$ cat config.mk
export PLATFORM = sky130hd
export DESIGN_NAME = hazard_detection_unit
export DESIGN_NICKNAME = d
export VERILOG_FILES = /design/src/rtl/hazard_detection_unit.sv
export SDC_FILE = /design/constraint.sdc
export NUM_CORES = 1
export LEC_CHECK = 0
export ABC_AREA = 1
export CELL_PAD_IN_SITES_DETAIL_PLACEMENT = 1
export CELL_PAD_IN_SITES_GLOBAL_PLACEMENT = 1
export CORE_UTILIZATION = 32
export CTS_BUF_LIST = sky130_fd_sc_hd__clkbuf_16
export DETAILED_ROUTE_END_ITERATION = 7
export HOLD_SLACK_MARGIN = 0.05
export PLACE_DENSITY = 0.81
export RECOVER_POWER = 50
export SLEW_MARGIN = 0
export SYNTH_ARGS = -nofsm -noshare
export SYNTH_HDL_FRONTEND = slang
export SYNTH_SLANG_ARGS = --single-unit
$ cat constraint.sdc
create_clock -name clk -period 2.2 [get_ports clk]
set_clock_uncertainty 0.05 [all_clocks]
set_input_delay 0.44 -clock clk [delete_from_list [all_inputs] [get_ports clk]]
set_output_delay 0.44 -clock clk [all_outputs]
set_load 0.05 [all_outputs]
$ cat src/rtl/hazard_detection_unit.sv
// Hazard detection for a 5-stage pipeline: load-use and branch-operand stalls, taken-branch flush, multi-cycle mul/div hold.
// Latency: all control outputs are combinational from the current FSM state and inputs, so a stall takes effect in the cycle it is detected.
// Backpressure: Hold freezes PC/IF/ID/EX and bubbles EX/MEM; a data stall freezes PC/IF/ID and bubbles ID/EX; a flush only clears IF/ID.
//
// Ports:
//   clk, reset                  pipeline clock, asynchronous active-high reset
//   ID_*                        source registers / usage / branch info of the ID instruction
//   EX_*, MEM_*                 load / write-back info of the EX and MEM instructions
//   EX_MulDivStart              EX instruction is a multiply/divide
//   PCWrite, IF_ID_Write, ID_EX_Write        stage enables (1 = advance)
//   IF_ID_Flush, ID_EX_Bubble, EX_MEM_Bubble clear the control fields of that pipeline register
//   MulDivBusy                  FSM is in MD_BUSY
//   StallCycles                 saturating count of cycles with PCWrite = 0
module hazard_detection_unit #(
    parameter int MULDIV_LAT = 32
) (
    input  logic        clk,
    input  logic        reset,
    input  logic [4:0]  ID_rs,
    input  logic [4:0]  ID_rt,
    input  logic        ID_UsesRs,
    input  logic        ID_UsesRt,
    input  logic        ID_Branch,
    input  logic        BranchTaken,
    input  logic        EX_MemRead,
    input  logic        EX_RegWrite,
    input  logic [4:0]  EX_WriteRegister,
    input  logic        MEM_MemRead,
    input  logic [4:0]  MEM_WriteRegister,
    input  logic        EX_MulDivStart,
    output logic        PCWrite,
    output logic        IF_ID_Write,
    output logic        ID_EX_Write,
    output logic        IF_ID_Flush,
    output logic        ID_EX_Bubble,
    output logic        EX_MEM_Bubble,
    output logic        MulDivBusy,
    output logic [15:0] StallCycles
);

    typedef enum logic [1:0] {RUN, MD_BUSY, MD_DONE} state_t;

    localparam logic       LAT_GT1  = (MULDIV_LAT > 1);
    localparam logic       LAT_GT2  = (MULDIV_LAT > 2);
    // Cycles remaining in MD_BUSY after the first (RUN) hold cycle.
    localparam logic [5:0] CNT_INIT = 6'((MULDIV_LAT > 2) ? (MULDIV_LAT - 2) : 0);

    state_t     state;
    logic [5:0] cnt;

    logic ex_match;
    logic mem_match;
    logic load_use;
    logic branch_dep;
    logic hold;

    // Register $0 is hardwired to zero, so writing it never creates a dependency.
    assign ex_match  = (EX_WriteRegister != 5'd0) &&
                       ((ID_UsesRs && (EX_WriteRegister == ID_rs)) ||
                        (ID_UsesRt && (EX_WriteRegister == ID_rt)));
    assign mem_match = (MEM_WriteRegister != 5'd0) &&
                       ((ID_UsesRs && (MEM_WriteRegister == ID_rs)) ||
                        (ID_UsesRt && (MEM_WriteRegister == ID_rt)));

    assign load_use   = EX_MemRead && ex_match;
    // Branches compare in ID, so they need the operand before forwarding from EX/MEM is possible.
    assign branch_dep = ID_Branch && ((EX_RegWrite && ex_match) || (MEM_MemRead && mem_match));

    // The start request is only honoured in RUN; the held instruction keeps it asserted.
    assign hold = ((state == RUN) && EX_MulDivStart && LAT_GT1) || (state == MD_BUSY);

    assign MulDivBusy = (state == MD_BUSY);

    always_comb begin
        PCWrite       = 1'b1;
        IF_ID_Write   = 1'b1;
        ID_EX_Write   = 1'b1;
        IF_ID_Flush   = 1'b0;
        ID_EX_Bubble  = 1'b0;
        EX_MEM_Bubble = 1'b0;
        if (hold) begin
            PCWrite       = 1'b0;
            IF_ID_Write   = 1'b0;
            ID_EX_Write   = 1'b0;
            EX_MEM_Bubble = 1'b1;
        end else if (load_use || branch_dep) begin
            PCWrite      = 1'b0;
            IF_ID_Write  = 1'b0;
            ID_EX_Bubble = 1'b1;
        end else if (ID_Branch && BranchTaken) begin
            IF_ID_Flush = 1'b1;
        end
    end

    always_ff @(posedge clk or posedge reset) begin
        if (reset) begin
            state <= RUN;
            cnt   <= 6'd0;
        end else begin
            case (state)
                RUN: begin
                    if (hold) begin
                        if (LAT_GT2) begin
                            state <= MD_BUSY;
                            cnt   <= CNT_INIT;
                        end else begin
                            state <= MD_DONE;
                        end
                    end
                end
                MD_BUSY: begin
                    cnt <= cnt - 6'd1;
                    if (cnt == 6'd1) begin
                        state <= MD_DONE;
                    end
                end
                MD_DONE: begin
                    // One free cycle lets the finished instruction leave EX without retriggering.
                    state <= RUN;
                end
                default: begin
                    state <= RUN;
                end
            endcase
        end
    end

    always_ff @(posedge clk or posedge reset) begin
        if (reset) begin
            StallCycles <= 16'd0;
        end else if (!PCWrite && (StallCycles != 16'hFFFF)) begin
            StallCycles <= StallCycles + 16'd1;
        end
    end

endmodule

; Word level (Yosys, flattened, before mapping)
; Cells that the tools add are included.
[totals]
register_bits = 24
out_inout_bits = 23
input_bits = 30
elab_cells = 53
[classes]
n_reduce_logical = 25
n_eq_ne = 9
mux = 14
addsub = 2
[ops]
columns = op, count
row1 = 5-bit == test, 4
row2 = "16-bit by 1-bit adder with 16-bit output, second input constant", 1
row3 = "16-bit inequality test, second input constant", 1
row4 = 1-bit logical AND, 13
row5 = 6-bit one-hot mux with 2 select lines, 1
row6 = 5-bit nonzero test, 2
row7 = 1-bit two-way mux, 9
row8 = "6-bit by 1-bit == test with 1-bit output, second input constant", 1
row9 = 6-bit two-way mux, 1
row10 = "6-bit by 1-bit subtractor with 6-bit output, second input constant", 1
row11 = 1-bit logical OR, 5
row12 = 2-bit two-way mux, 2
row13 = 2-bit one-hot mux with 2 select lines, 1
row14 = 2-bit AND reduction, 2
row15 = "2-bit by 1-bit == test with 1-bit output, second input constant", 1
row16 = 2-bit zero test, 1
row17 = "2-bit by 1-bit inequality test with 1-bit output, second input constant", 1
row18 = "2-bit inequality test, second input constant", 1
row19 = 2-bit nonzero test, 1
row20 = 1-bit zero test, 1

; Longest topological paths before layout
[depth]
ltp_word = 12
depth_mapped = 12
depth_no_buf = 11

; Worst setup path before layout
; Ideal clock, no wire load.
[synth_timing]
kind = flip-flop to output port
from = reg state[0]
to = out ID_EX_Bubble
path_slack_ps = -1259
required_ps = 1710
stages_incl_launch_ff = 6
t_arrival_ps = 2969
cell_sequence = dfrtp_1 -> inv_1 -> nor2_1 -> nor2_1 -> inv_1 -> a21oi_1
[synth_rtl]
columns = item, line
row1 = from (decl), 48  ; state_t state;
row2 = from (signal assigned), 97  ; state <= RUN;
row3 = from (signal assigned), 104  ; state <= MD_BUSY;
row4 = from (signal assigned), 107  ; state <= MD_DONE;
row5 = 2-bit by 1-bit == test with 1-bit output, n/a
row6 = via MulDivBusy, 37  ; output logic MulDivBusy,
row7 = 1-bit logical OR, 70  ; assign hold = ((state == RUN) && EX_MulDivStart && LAT_GT1) || (state == MD_BUSY);
row8 = 1-bit two-way mux, 81  ; if (hold) begin
row9 = to (decl), 35  ; output logic ID_EX_Bubble,
; The timed path passes the listed nets, and every way through them passes these cells.

; Worst setup path after layout
[layout_timing]
from = in EX_MulDivStart
to = out PCWrite
[layout_via]
elab_chain_len = 3
[layout_lines]
columns = item, line
row1 = from (decl), 30  ; input logic EX_MulDivStart,
row2 = 1-bit logical AND, 70
row3 = 1-bit logical OR, 70
row4 = 1-bit two-way mux, 81
row5 = to (decl), 31  ; output logic PCWrite,
; No other way between the ends.

==> impl_metrics.yaml <==
outcome:
  status: "finished clean"
yosys:
  synth_cells: 291
  synth_area_leaders: "dfrtp_1 (33%), nand2_1 (23%), inv_1 (9.4%), nand3_1 (8.7%), nor2_1 (6.5%)"
  yosys_warnings: 0
  avgSynthCellArea_um2: 6.308
  syn-num-nets: 324
  syn_area_um2: 1836
  synth-seq-area-share_pct: 32.72
  yosys.area.top_type_share_pct: 32.72
  synth_area_leader_cell: "dfrtp_1"
  yosysUniqueCellTypes: 25
  ys_ff_latch: 24
critical_path:
  cp.arrival_ns: 1.63
  rrSetupSlack_ns: 0.28
  crit_fanout: 4
  r2r-end: "StallCycles[14]"
  worstPathCellList: "clkdlybuf4s50_1 -> nand2_2 -> inv_1 -> nor2_4 -> nand3_4 -> clkinvlp_4 -> buf_12"
  rr_startpoint: "StallCycles[0]"
  startpoint: "EX_MulDivStart"
  max_stage_delay_ns: 0.47
  reg2reg_depth: 8
  startpoint_type: "input port"
  worstSetupEndpointType: "primary output"
  required_ns: 1.71
  cp_slowest_cell: "clkdlybuf4s50_1"
  path_class: "in -> out"
floorplan:
  rows: 27
  core_area_um2: 5507
  die_w_um: 77.74
  start_util_pct: 33.33
  die-area_um2: 6043
  dieHeight_um: 77.74
  pin_count: 53
global_route:
  antenna_found_initial: 0
  grt_pass1_wl_mm: 9.653
  overflow: 0
  grt_pass1_vias: 2170
  grt_usage_pct: 20.14
  grt_start_max_net_pins: 25
placement:
  pre_cts_ws_ns: -0.3770
  dp_hpwl_mm: 4.415
  place.gp.congestion: 0.8517
  place_area_um2: 2620
  portBuffers: 52
clock_network:
  clock_path_buffers: 2
  cts-buffers-inserted: 3
  root_buffer: "clkbuf_16"
  cts.sinks: 24
  postCtsHoldBufs: 0
  cts-htree-levels: 1
  clk_latency_ns: 0.26
  cts_tree: "built"
  clkTransAtPathRegs_ns: 0.06
min_path:
  hold_class: "reg -> reg"
  min_delay_path_depth: 1
  hold-path-endpoint: "cnt[5]"
  worstHoldStart: "cnt[5]"
timing:
  fmax_mhz: 471.4
  relSlewSlack_pct: 8.284
  hold_violations: 0
  maxSlewViolCount: 0
  tightestPinTransition_ns: 1.376
  period_share_pct: 96.43
  finalSetupViolCount: 0
  period_needed_ns: 2.121
  finalSetupTns_ns: 0
  whs_ns: 0.4629
  setup_slack_ns: 0.07853
pwr:
  leakagePower_nw: 1.457
  clkPwrFrac_pct: 40.8
  power.internal_mw: 0.7452
  power_density_nw_per_um2: 368.7
  switching_share_pct: 24.49
  seq_power_share_pct: 44.7
  switchingPower_mw: 0.2416
  vdd_ir_drop_max_mv: 0.3650
  p_comb_share_pct: 14.5
cells_and_area:
  layout.nets: 394
  syn_to_final_growth_pct: 45.81
  antenna_cells: 0
  final_cell_area_um2: 2676
  layout_common_cells: "nand2_1 (111), inv_1 (36), nand3_1 (31), nor2_1 (25), dfrtp_1 (24)"
  layout_commonest_cell: "nand2_1"
  layout-drive-gt1-share_pct: 20.33
  finish.utilization_pct: 48.60
routing:
  drt_wl_total_mm: 5.749
  drc_errors: 0
  dr.pass1.iters: 4
  num_vias: 2052
  vias_per_cell: 4.761
  first_iter_violations: 99
  ant_nets: 0
  wire_per_inst_um: 13.34
job:
  max_cap_viol_count: 0
worst max-delay path: cells and delay by family:
kind	cells	cell delay (ns)
simple gates	3	0.24
buf+inv	4	0.93
registers in the layout (all words and copies together), names as in the netlist:
| register | cells |
|---|---|
| state | 2 |
| cnt | 6 |
| StallCycles | 16 |
through the flow:
step	std cells	total power, mW
2_1_floorplan	291	0.5074
3_3_place_gp	425	0.5966
3_5_place_dp	425	0.6011
4_1_cts	428	1.003
5_1_grt	431	1.027
6_report	431	0.9869
cell families (layout without fill, tap and decap cells):
family,Yosys count,in the layout,synth area share [%]
xor gates and xnor gates,11,11,5.249
buffers and inverters,51,119,11.38
and+or+nand+nor,192,192,45.60
AOI/OAI and AO/OA,10,10,3.000
DFF,24,24,32.72
adders and majority gates,3,3,2.045
cells in the mapped netlist:
cell type / instances
o21ai_0: 6
buf_4: 2
xor2_1: 9
nor2_2: 1
o21bai_1: 1
ha_1: 3
xnor2_1: 2
nand4_1: 2
nand3_1: 32
dfrtp_1: 24
nor2_1: 32
inv_1: 46
nand3_2: 1
nor3_1: 3
nand3b_1: 1
buf_6: 1
nand2_4: 1
nand2_1: 114
nand2_2: 1
a21oi_1: 2
buf_2: 2
nand4_4: 1
nor3b_4: 1
a22oi_1: 1
nor3_2: 2
timing repair:
item                                    4_1_cts  5_1_grt
buffers inserted                              0        3
pin swaps                                    15        8
resized for setup                            50       34
endpoints found under the setup margin       12        5
area by class of cell:
class                      instances  area (µm²)
timing repair buffer              70       636.9
inverter                          46       176.4
sequential                        24       600.6
tap                               72       90.09
multi-input combinational        216        1097
fill                             712        2830
clock buffer                       3       75.07
worst max-delay path by stage:
stage                        end  cells after the start
global route             PCWrite                     11
floorplan           ID_EX_Bubble                      5
global placement    ID_EX_Bubble                     11
finish                   PCWrite                      7
detailed placement  ID_EX_Bubble                     11
CTS                      PCWrite                     11
power by group through the flow:
stage                     Clock, mW  Combinational (mW)  Sequential, mW
after floorplan                   0              0.0579           0.449
after global placement            0               0.147           0.449
after detailed placement          0               0.152           0.449
after CTS                     0.414               0.148           0.441
after global routing          0.427               0.159           0.441
final                         0.403               0.143           0.441
metal layers:
| metal | share of wire, % | vias to the layer above | track usage (%) |
|---|---|---|---|
| li1 | - | 1025 | - |
| met1 | 43 | 971 | 22.72 |
| met4 | 1.5 | 0 | 6.415 |
| met5 | 0 | - | 0 |
| met2 | 52 | 47 | 38.05 |
| met3 | 3.6 | 9 | 3.294 |
No activity file was read; power rests on OpenSTA's default activity.
